### config.mk
export PLATFORM = sky130hd
export DESIGN_NAME = kbd_scan
export DESIGN_NICKNAME = d
export VERILOG_FILES = /design/src/rtl/kbd_scan.sv
export SDC_FILE = /design/constraint.sdc
export NUM_CORES = 1
export LEC_CHECK = 0
export CORE_AREA = 2 2 99 120
export CTS_CLUSTER_DIAMETER = 200
export DETAILED_ROUTE_END_ITERATION = 10
export DIE_AREA = 0 0 101 122
export GPL_TIMING_DRIVEN = 0
export SLEW_MARGIN = 20
export SYNTH_ARGS = -nofsm -noshare
export SYNTH_HDL_FRONTEND = slang
export SYNTH_SLANG_ARGS = --single-unit
### constraint.sdc
create_clock -name CLK -period 20.4 [get_ports CLK]
set_input_delay 4.08 -clock CLK [delete_from_list [all_inputs] [get_ports CLK]]
set_output_delay 4.08 -clock CLK [all_outputs]
set_load 0.02 [all_outputs]
### src/rtl/kbd_scan.sv
// 4x4 matrix keypad scanner: drives one column low at a time, reads rows back,
// debounces whole-keypad scans and hands one key code per press to the CPU.
module kbd_scan #(
    parameter int CLK_DIV  = 1000,
    parameter int DEBOUNCE = 4
) (
    input  logic       CLK,
    input  logic       RESET,
    output logic [3:0] COL,
    input  logic [3:0] ROW,
    output logic [3:0] KEY_CODE,
    output logic       KEY_VALID,
    input  logic       KEY_ACK,
    output logic       KEY_DOWN,
    output logic       OVERRUN
);

    localparam int PW = $clog2(CLK_DIV);
    localparam int CW = $clog2(DEBOUNCE + 1);
    localparam logic [PW-1:0] PRESC_LAST = PW'(CLK_DIV - 1);
    localparam logic [CW-1:0] DEB_MAX    = CW'(DEBOUNCE);

    localparam logic [1:0] CLS_NONE  = 2'd0;
    localparam logic [1:0] CLS_KEY   = 2'd1;
    localparam logic [1:0] CLS_MULTI = 2'd2;

    // Scan result / debounce state encoding: {is_key, code}; all-zero means NONE.
    localparam logic [4:0] RES_NONE = 5'b0_0000;

    logic [3:0]    row_meta;
    logic [3:0]    row_sync;
    logic [PW-1:0] presc;
    logic          tick;
    logic [1:0]    col_idx;
    logic [1:0]    col_next;
    logic [11:0]   samp;
    logic [15:0]   scan_bits;
    logic [4:0]    ones;
    logic [3:0]    hit_code;
    logic [1:0]    cls;
    logic          scan_done;
    logic [4:0]    scan_res;
    logic [4:0]    cand;
    logic [4:0]    cand_nxt;
    logic [4:0]    stable;
    logic [4:0]    stable_nxt;
    logic [CW-1:0] cnt;
    logic [CW-1:0] cnt_nxt;
    logic          key_event;

    always_ff @(posedge CLK or posedge RESET) begin
        if (RESET) begin
            row_meta <= 4'b1111;
            row_sync <= 4'b1111;
        end else begin
            row_meta <= ROW;
            row_sync <= row_meta;
        end
    end

    assign tick     = (presc == PRESC_LAST);
    assign col_next = col_idx + 2'd1;

    // Column 3 is never stored: its rows are used live on the completing tick.
    always_ff @(posedge CLK or posedge RESET) begin
        if (RESET) begin
            presc   <= '0;
            col_idx <= 2'd0;
            COL     <= 4'b1110;
            samp    <= '0;
        end else begin
            presc <= tick ? '0 : presc + PW'(1);
            if (tick) begin
                case (col_idx)
                    2'd0:    samp[3:0]  <= ~row_sync;
                    2'd1:    samp[7:4]  <= ~row_sync;
                    2'd2:    samp[11:8] <= ~row_sync;
                    default: ;
                endcase
                col_idx <= col_next;
                COL     <= ~(4'b0001 << col_next);
            end
        end
    end

    always_comb begin
        scan_bits = '0;
        for (int r = 0; r < 4; r++) begin
            for (int c = 0; c < 3; c++) begin
                scan_bits[r*4 + c] = samp[c*4 + r];
            end
            scan_bits[r*4 + 3] = ~row_sync[r];
        end
    end

    always_comb begin
        ones     = '0;
        hit_code = '0;
        for (int i = 0; i < 16; i++) begin
            if (scan_bits[i]) begin
                ones     = ones + 5'd1;
                hit_code = 4'(i);
            end
        end
    end

    always_comb begin
        cls = CLS_MULTI;
        if (ones == 5'd0) begin
            cls = CLS_NONE;
        end else if (ones == 5'd1) begin
            cls = CLS_KEY;
        end
    end

    assign scan_done = tick && (col_idx == 2'd3);
    assign scan_res  = (cls == CLS_KEY) ? {1'b1, hit_code} : RES_NONE;

    // Multi-key scans leave the debouncer untouched so rollover cannot fake a release.
    always_comb begin
        cand_nxt   = cand;
        cnt_nxt    = cnt;
        stable_nxt = stable;
        if (scan_done && (cls != CLS_MULTI)) begin
            if (scan_res == cand) begin
                if (cnt != DEB_MAX) begin
                    cnt_nxt = cnt + CW'(1);
                end
            end else begin
                cand_nxt = scan_res;
                cnt_nxt  = CW'(1);
            end
            if ((cnt_nxt == DEB_MAX) && (cand_nxt != stable)) begin
                stable_nxt = cand_nxt;
            end
        end
    end

    assign key_event = stable_nxt[4] && (stable_nxt != stable);

    always_ff @(posedge CLK or posedge RESET) begin
        if (RESET) begin
            cand   <= RES_NONE;
            cnt    <= '0;
            stable <= RES_NONE;
        end else begin
            cand   <= cand_nxt;
            cnt    <= cnt_nxt;
            stable <= stable_nxt;
        end
    end

    // A new key outranks a simultaneous ack, so the CPU never loses a fresh press.
    always_ff @(posedge CLK or posedge RESET) begin
        if (RESET) begin
            KEY_CODE  <= 4'd0;
            KEY_VALID <= 1'b0;
            KEY_DOWN  <= 1'b0;
            OVERRUN   <= 1'b0;
        end else begin
            KEY_DOWN <= stable_nxt[4];
            if (key_event) begin
                KEY_CODE  <= stable_nxt[3:0];
                KEY_VALID <= 1'b1;
                if (KEY_ACK) begin
                    OVERRUN <= 1'b0;
                end else if (KEY_VALID) begin
                    OVERRUN <= 1'b1;
                end
            end else if (KEY_ACK) begin
                KEY_VALID <= 1'b0;
                OVERRUN   <= 1'b0;
            end
        end
    end

endmodule

==> results of run 1 <==
power breakdown:
group | leakage (nW) | total [mW] | switching [mW] | internal, mW
Clock | 0.0868 | 0.101 | 0.0413 | 0.0592
Sequential | 0.716 | 0.111 | 0.000212 | 0.110
Combinational | 1.32 | 0.0307 | 0.0187 | 0.0120
Total | 2.12 | 0.242 | 0.0602 | 0.182
per-stage QoR:
step	setup WS, ns	instance area, sq um
2_1_floorplan	9.71	4390
3_3_place_gp	8.44	4730
3_5_place_dp	8.25	4730
4_1_cts	8.18	4910
5_1_grt	7.10	4910
6_report	8.25	4910
synthesized netlist by cell type, types with 2 or more instances:
cell type,count,area share [%]
a211oi_1,3,0.51
a21boi_0,2,0.34
a21oi_1,22,2.5
a31oi_1,5,0.71
a32oi_1,2,0.40
and2_1,12,1.7
and3_1,5,0.71
buf_2,4,0.46
clkbuf_1,12,1.0
dfrtp_1,44,25
dfstp_2,11,6.6
ha_1,22,6.3
inv_1,21,1.8
mux2_2,12,3.1
mux2_4,5,1.7
mux2i_1,8,1.8
mux2i_4,2,1.0
nand2_1,54,4.6
nand2b_1,6,0.86
nand3_1,16,1.8
nand3b_1,5,0.86
nand4_1,5,0.71
nand4b_1,2,0.40
nor2_1,28,2.4
nor2b_1,5,0.71
nor3_1,3,0.34
nor3b_1,5,0.86
o2111ai_1,3,0.60
o211ai_1,3,0.51
o21ai_0,30,3.4
o21ai_1,3,0.34
o31a_1,2,0.40
o31ai_1,4,0.68
or2_2,4,0.57
xnor2_1,27,5.4
xnor2_2,4,1.5
xnor3_1,5,2.6
xnor3_2,2,1.1
xor2_1,13,2.6
xor2_2,3,1.1
xor3_1,2,1.1
cells by family (layout without fill, tap and decap cells):
kind of cell | Yosys count | in the layout
buffers and inverters | 40 | 65
adder cells (fa/ha/maj) | 22 | 22
XOR/XNOR | 58 | 58
AND/OR/NAND/NOR | 162 | 162
AO/OA/AOI/OAI | 96 | 96
flip-flops | 55 | 55
multiplexers | 27 | 27
cell type report:
cell class              count  area, sq um
flip-flops and latches     55         1390
fillers                  1096         6390
well taps                 135          169
clock inverters             3         55.1
plain buffers              18         83.8
inverters                  22         85.1
multi-input cells         365         2830
clock buffers               5          125
repair buffers             17          170
worst max path at each step:
stage,endpoint,slack [ns],cells past startpoint
2_1_floorplan,KEY_CODE[2],9.71,54
3_3_place_gp,stable[0],8.44,54
3_5_place_dp,stable[2],8.25,54
4_1_cts,stable[2],8.18,54
5_1_grt,stable[0],7.10,54
6_report,stable[2],8.25,54
critical path: cells and delay by family, from the launching register on:
kind | cells | cell delay, ns
buf+inv | 2 | 0.14
mux | 6 | 1.57
flops | 1 | 0.40
compound gates | 12 | 2.47
fa+ha+maj | 13 | 3.63
xor+xnor | 4 | 0.89
simple gates | 17 | 2.88
layer usage:
layer / GRT usage, % / up-vias / share of wire [%]
li1: - / 1654 / -
met1: 18.5 / 1564 / 45
met2: 28.5 / 23 / 53
met3: 1.49 / 5 / 1.1
met4: 4.14 / 0 / 1.1
met5: 0 / - / 0
state kept, by name (all words and copies together) (netlist names):
name and flops:
COL 4, KEY_DOWN 1, KEY_CODE 4, cnt 3
KEY_VALID 1, col_idx 2, OVERRUN 1, row_sync 4
row_meta 4, cand 5, samp 12, presc 10
stable 4
==> impl_metrics.env, run 1 <==
export IMPL_cts_path_max_buffers=2
export IMPL_path_clk_slew_ns=0.08
export IMPL_synthAdderAreaFrac_pct=6.27
export IMPL_synth_xor_area_share_pct=16.5
export IMPL_vias_per_cell=5.24
export IMPL_clock_latency_ns=0.30
export IMPL_root_buffer="clkbuf_16"
export IMPL_drc_errors=0
export IMPL_peakVddDrop_uv=44.6
export IMPL_die_h_microns=122
export IMPL_overflow=0
export IMPL_stdcell_count=620
export IMPL_antenna_left=0
export IMPL_fin_util_pct=43.4
export IMPL_tns_ns=0
export IMPL_syn_area_sq_mm=0.00439
export IMPL_hold_end="row_sync[0]"
export IMPL_slowest_stage="nor4b_4"
export IMPL_hold_path_class="flip-flop to flip-flop"
export IMPL_layout_min_cycle_time_ns=12.15
export IMPL_dp_hpwl_microns=6800
export IMPL_synth_fp_nets=489
export IMPL_wl_per_cell_microns=14.2
export IMPL_crit_top_cell="ha_1"
export IMPL_antenna_found_initial=0
export IMPL_run_status="finished clean"
export IMPL_cap_violations=0
export IMPL_cts_hold_buf=0
export IMPL_dp_cells=612
export IMPL_area_growth_pct=11.9
export IMPL_cts_sinks=55
export IMPL_whs_path_depth=0
export IMPL_coreArea_sq_mm=0.0113
export IMPL_synth_cells=460
export IMPL_diodes=0
export IMPL_synthArstFlopShare_pct=100
export IMPL_synthMuxAreaShare_pct=7.64
export IMPL_avgSynthCellArea_sq_um=9.54
export IMPL_r2r_cells=54
export IMPL_ys_types=75
export IMPL_setup_viol=0
export IMPL_rows=43
export IMPL_io_buffers=17
export IMPL_drtIter0Drc=97
export IMPL_reg2reg_slack_ns=8.25
export IMPL_start_util_pct=38.8
export IMPL_critPathMaxFanout=7
export IMPL_drive_above_1_share_pct=14.8
export IMPL_hold_violations=0
export IMPL_r2r_end="stable[2]"
export IMPL_tritoncts="built"
export IMPL_dieWidth_microns=101
export IMPL_grtUsageTotal_pct=15.3
export IMPL_rsz0062_at_grt="no"
export IMPL_worstHoldStart="row_meta[0]"
export IMPL_holdWs_ns=0.360
export IMPL_worstSetupPathType="flip-flop to flip-flop"
export IMPL_num_vias=3246
export IMPL_drv_slew=0
export IMPL_cts_buffers=5
export IMPL_power_total_mw=0.242
export IMPL_h_tree_depth=2
export IMPL_yosysSeqAreaShare_pct=31.7
export IMPL_powerDensity_mw_per_mm2=49.3
export IMPL_grt_pass1_wl_microns=15400
export IMPL_slowest_delay_ns=0.54
export IMPL_grt_pass1_vias=3340
export IMPL_yosys_area_share_simple_pct=19.6
export IMPL_dr_pass1_iters=4
export IMPL_wirelength_microns=8780
export IMPL_startpoint="samp[0]"
export IMPL_final_cell_mix="54 x nand2_1, 44 x dfrtp_1, 30 x o21ai_0"
export IMPL_ys_flop_type="dfrtp_1"
export IMPL_cp_data_required_time_ns=20.58
export IMPL_place_gp_congestion=0.759
export IMPL_synth_edf_count=0
export IMPL_yosysWarnings=0
export IMPL_r2r_start="samp[0]"
export IMPL_die_area_sq_mm=0.0123
export IMPL_post_cts_setup_buffers=0
export IMPL_synth_seq_cells=55
export IMPL_skew_ns=0.0124
export IMPL_tightestPinTransition_ns=0.672
export IMPL_synth_compound_area_share_pct=14.5
export IMPL_startpoint_type="flip-flop"
export IMPL_cts_resized_gates=0
export IMPL_final_nets=513
export IMPL_final_common_cell="nand2_1"
export IMPL_fin_crit_sh_pct=59.6
export IMPL_arrival_ns=12.33
export IMPL_slew_headroom_pct=55.2
export IMPL_fmax_ghz=0.0823
export IMPL_setup_worst_path_end_class="flip-flop"
export IMPL_grt_max_degree=56
export IMPL_synth_top_family_by_area="simple AND/OR/NAND/NOR gates"
export IMPL_io_pins=18
export IMPL_leakagePower_nw=2.12
Note: power is estimated with default switching activity, not from simulation.
==> run 2: changes to the inputs <==
clock period = 9.95 ns   (was 20.4 ns; I/O delays follow)
==> run 2 against run 1 <==
Net effect: wire length increased by 12%; die area unchanged; cell area increased by 14%; clock skew decreased by 0.0045 ns; register-to-register slack got worse by 8.1 ns; highest routed layer unchanged; global-route usage increased by 1.6 points; non-clock buffer count increased by 39; flip-flop and latch count unchanged; worst hold slack got worse by 0.0035 ns; worst setup slack got worse by 8.1 ns; sequential power increased by 100%; clock power increased by 77%.
==> impl_metrics.env, run 2 (synthesized netlist as in run 1, its figures left out) <==
export IMPL_reg2reg_slack_ns=0.10
export IMPL_largest_register="samp"
export IMPL_grt_pass1_wl_microns=17000
export IMPL_run_status="finished clean"
export IMPL_io_pins=18
export IMPL_tritoncts="built"
export IMPL_tns_ns=0
export IMPL_dieWidth_microns=101
export IMPL_fin_util_pct=49.7
export IMPL_final_common_cell="nand2_1"
export IMPL_powerDensity_mw_per_mm2=89.0
export IMPL_dp_cells=612
export IMPL_die_area_sq_mm=0.0123
export IMPL_clock_latency_ns=0.30
export IMPL_slowest_delay_ns=0.43
export IMPL_worstSetupPathType="flip-flop to flip-flop"
export IMPL_critPathMaxFanout=5
export IMPL_clkPwrFrac_pct=35.8
export IMPL_layout_min_cycle_time_ns=9.85
export IMPL_dp_hpwl_microns=6870
export IMPL_drv_slew=0
export IMPL_io_buffers=17
export IMPL_setup_worst_path_end_class="flip-flop"
export IMPL_antenna_found_initial=0
export IMPL_r2r_start="samp[0]"
export IMPL_place_gp_congestion=0.744
export IMPL_grtUsageTotal_pct=16.9
export IMPL_skew_ns=0.00787
export IMPL_peakVddDrop_uv=125
export IMPL_dr_pass1_iters=4
export IMPL_wl_per_cell_microns=14.9
export IMPL_netSwitchingPower_mw=0.136
export IMPL_drive_above_1_share_pct=31.9
export IMPL_largest_reg_flops=12
export IMPL_fmax_ghz=0.102
export IMPL_coreArea_sq_mm=0.0113
export IMPL_start_util_pct=38.8
export IMPL_slew_headroom_pct=55.7
export IMPL_cts_sinks=55
export IMPL_internal_power_mw=0.364
export IMPL_grt_max_degree=56
export IMPL_setup_ws_ns=0.103
export IMPL_wirelength_microns=9840
export IMPL_crit_top_cell="ha_4"
export IMPL_pre_cts_ws_ns=-1.38
export IMPL_die_h_microns=122
export IMPL_cp_data_required_time_ns=10.13
export IMPL_rows=43
export IMPL_path_clk_slew_ns=0.07
export IMPL_p_seq_share_pct=45.4
export IMPL_startpoint_type="flip-flop"
export IMPL_cts_buffers=5
export IMPL_r2r_cells=56
export IMPL_rsz0062_at_grt="yes"
export IMPL_pwr_share_comb_pct=18.9
export IMPL_arrival_ns=10.03
export IMPL_num_vias=3505
export IMPL_diodes=0
export IMPL_setup_viol=0
export IMPL_leakagePower_nw=2.37
export IMPL_overflow=0
export IMPL_top_regs="samp: 12 flops, presc: 10 flops, cand: 5 flops"
export IMPL_drc_errors=0
export IMPL_root_buffer="clkbuf_16"
export IMPL_cap_violations=0
export IMPL_hold_path_class="flip-flop to flip-flop"
export IMPL_hold_end="row_sync[2]"
export IMPL_drtIter0Drc=128
export IMPL_worstHoldStart="row_meta[2]"
export IMPL_hold_violations=0
export IMPL_grt_pass1_vias=3640
export IMPL_final_nets=552
export IMPL_vias_per_cell=5.32
export IMPL_p_sw_share_pct=27.1
export IMPL_h_tree_depth=2
export IMPL_r2r_end="KEY_CODE[0]"
export IMPL_area_growth_pct=28.0
export IMPL_cts_path_max_buffers=2
export IMPL_whs_path_depth=0
export IMPL_fin_crit_sh_pct=99.0
export IMPL_antenna_left=0
export IMPL_tightestPinTransition_ns=0.665
export IMPL_slowest_stage="or3b_4"
export IMPL_final_cell_mix="46 x nand2_1, 44 x dfrtp_1, 35 x buf_4"
export IMPL_stdcell_count=659
-- run 2: per-stage QoR --
step / total power [mW] / instance area (sq um) / hold slack [ns]
global route: 0.520 / 5620 / 0.366
global placement: 0.297 / 4910 / 0.345
finish: 0.500 / 5620 / 0.357
floorplan: 0.284 / 4570 / 0.345
detailed placement: 0.299 / 4920 / 0.347
CTS: 0.499 / 5480 / 0.357
-- run 2: worst max-delay path, delay by kind of cell, from the launching register on --
| family | cells | cell delay (ns) |
|---|---|---|
| AO/OA/AOI/OAI | 12 | 1.32 |
| multiplexers | 5 | 1.28 |
| flip-flops | 1 | 0.40 |
| adder cells (fa/ha/maj) | 13 | 3.11 |
| AND/OR/NAND/NOR | 18 | 2.75 |
| buffers and inverters | 8 | 0.88 |
-- run 2: how the worst max path moves through the flow --
stage	cells after the start	to	start	slack (ns)
2_1_floorplan	54	KEY_CODE[2]	samp[4]	-0.29
3_3_place_gp	54	stable[3]	samp[4]	-1.20
3_5_place_dp	54	stable[2]	samp[4]	-1.38
4_1_cts	55	KEY_CODE[0]	samp[0]	0.02
5_1_grt	56	KEY_CODE[0]	samp[0]	-0.38
6_report	56	KEY_CODE[0]	samp[0]	0.10
-- run 2: layout make-up --
type | instances | area, sq um
Buffer | 18 | 83.8
Clock buffer | 6 | 129
Clock inverter | 2 | 17.5
Fill cell | 1044 | 5680
Inverter | 22 | 85.1
Multi-Input combinational cell | 365 | 3260
Sequential cell | 55 | 1390
Tap cell | 135 | 169
Timing Repair Buffer | 56 | 482
-- run 2: power by group through the flow --
stage / registers (mW) / clock network (mW) / logic [mW]
CTS: 0.227 / 0.185 / 0.0866
global route: 0.227 / 0.190 / 0.103
finish: 0.227 / 0.179 / 0.0943
detailed placement: 0.231 / 0 / 0.0682
floorplan: 0.231 / 0 / 0.0530
global placement: 0.231 / 0 / 0.0661
-- run 2: repair_timing --
action / 4_1_cts / 5_1_grt
setup buffers: 31 / 9
hold buffers: 0 / 0
endpoints found under the setup margin: 19 / 14
pin swaps: 27 / 10
resized for setup: 31 / 19
-- run 2: metal layers --
layer / vias up / share of wire (%) / routed length (microns) / GRT usage [%]
met5: - / 0 / 0 / 0
met4: 0 / 1.5 / 150 / 4.22
met3: 12 / 1.8 / 180 / 1.66
met2: 39 / 55 / 5400 / 32.5
met1: 1713 / 42 / 4110 / 19.8
li1: 1741 / - / - / -
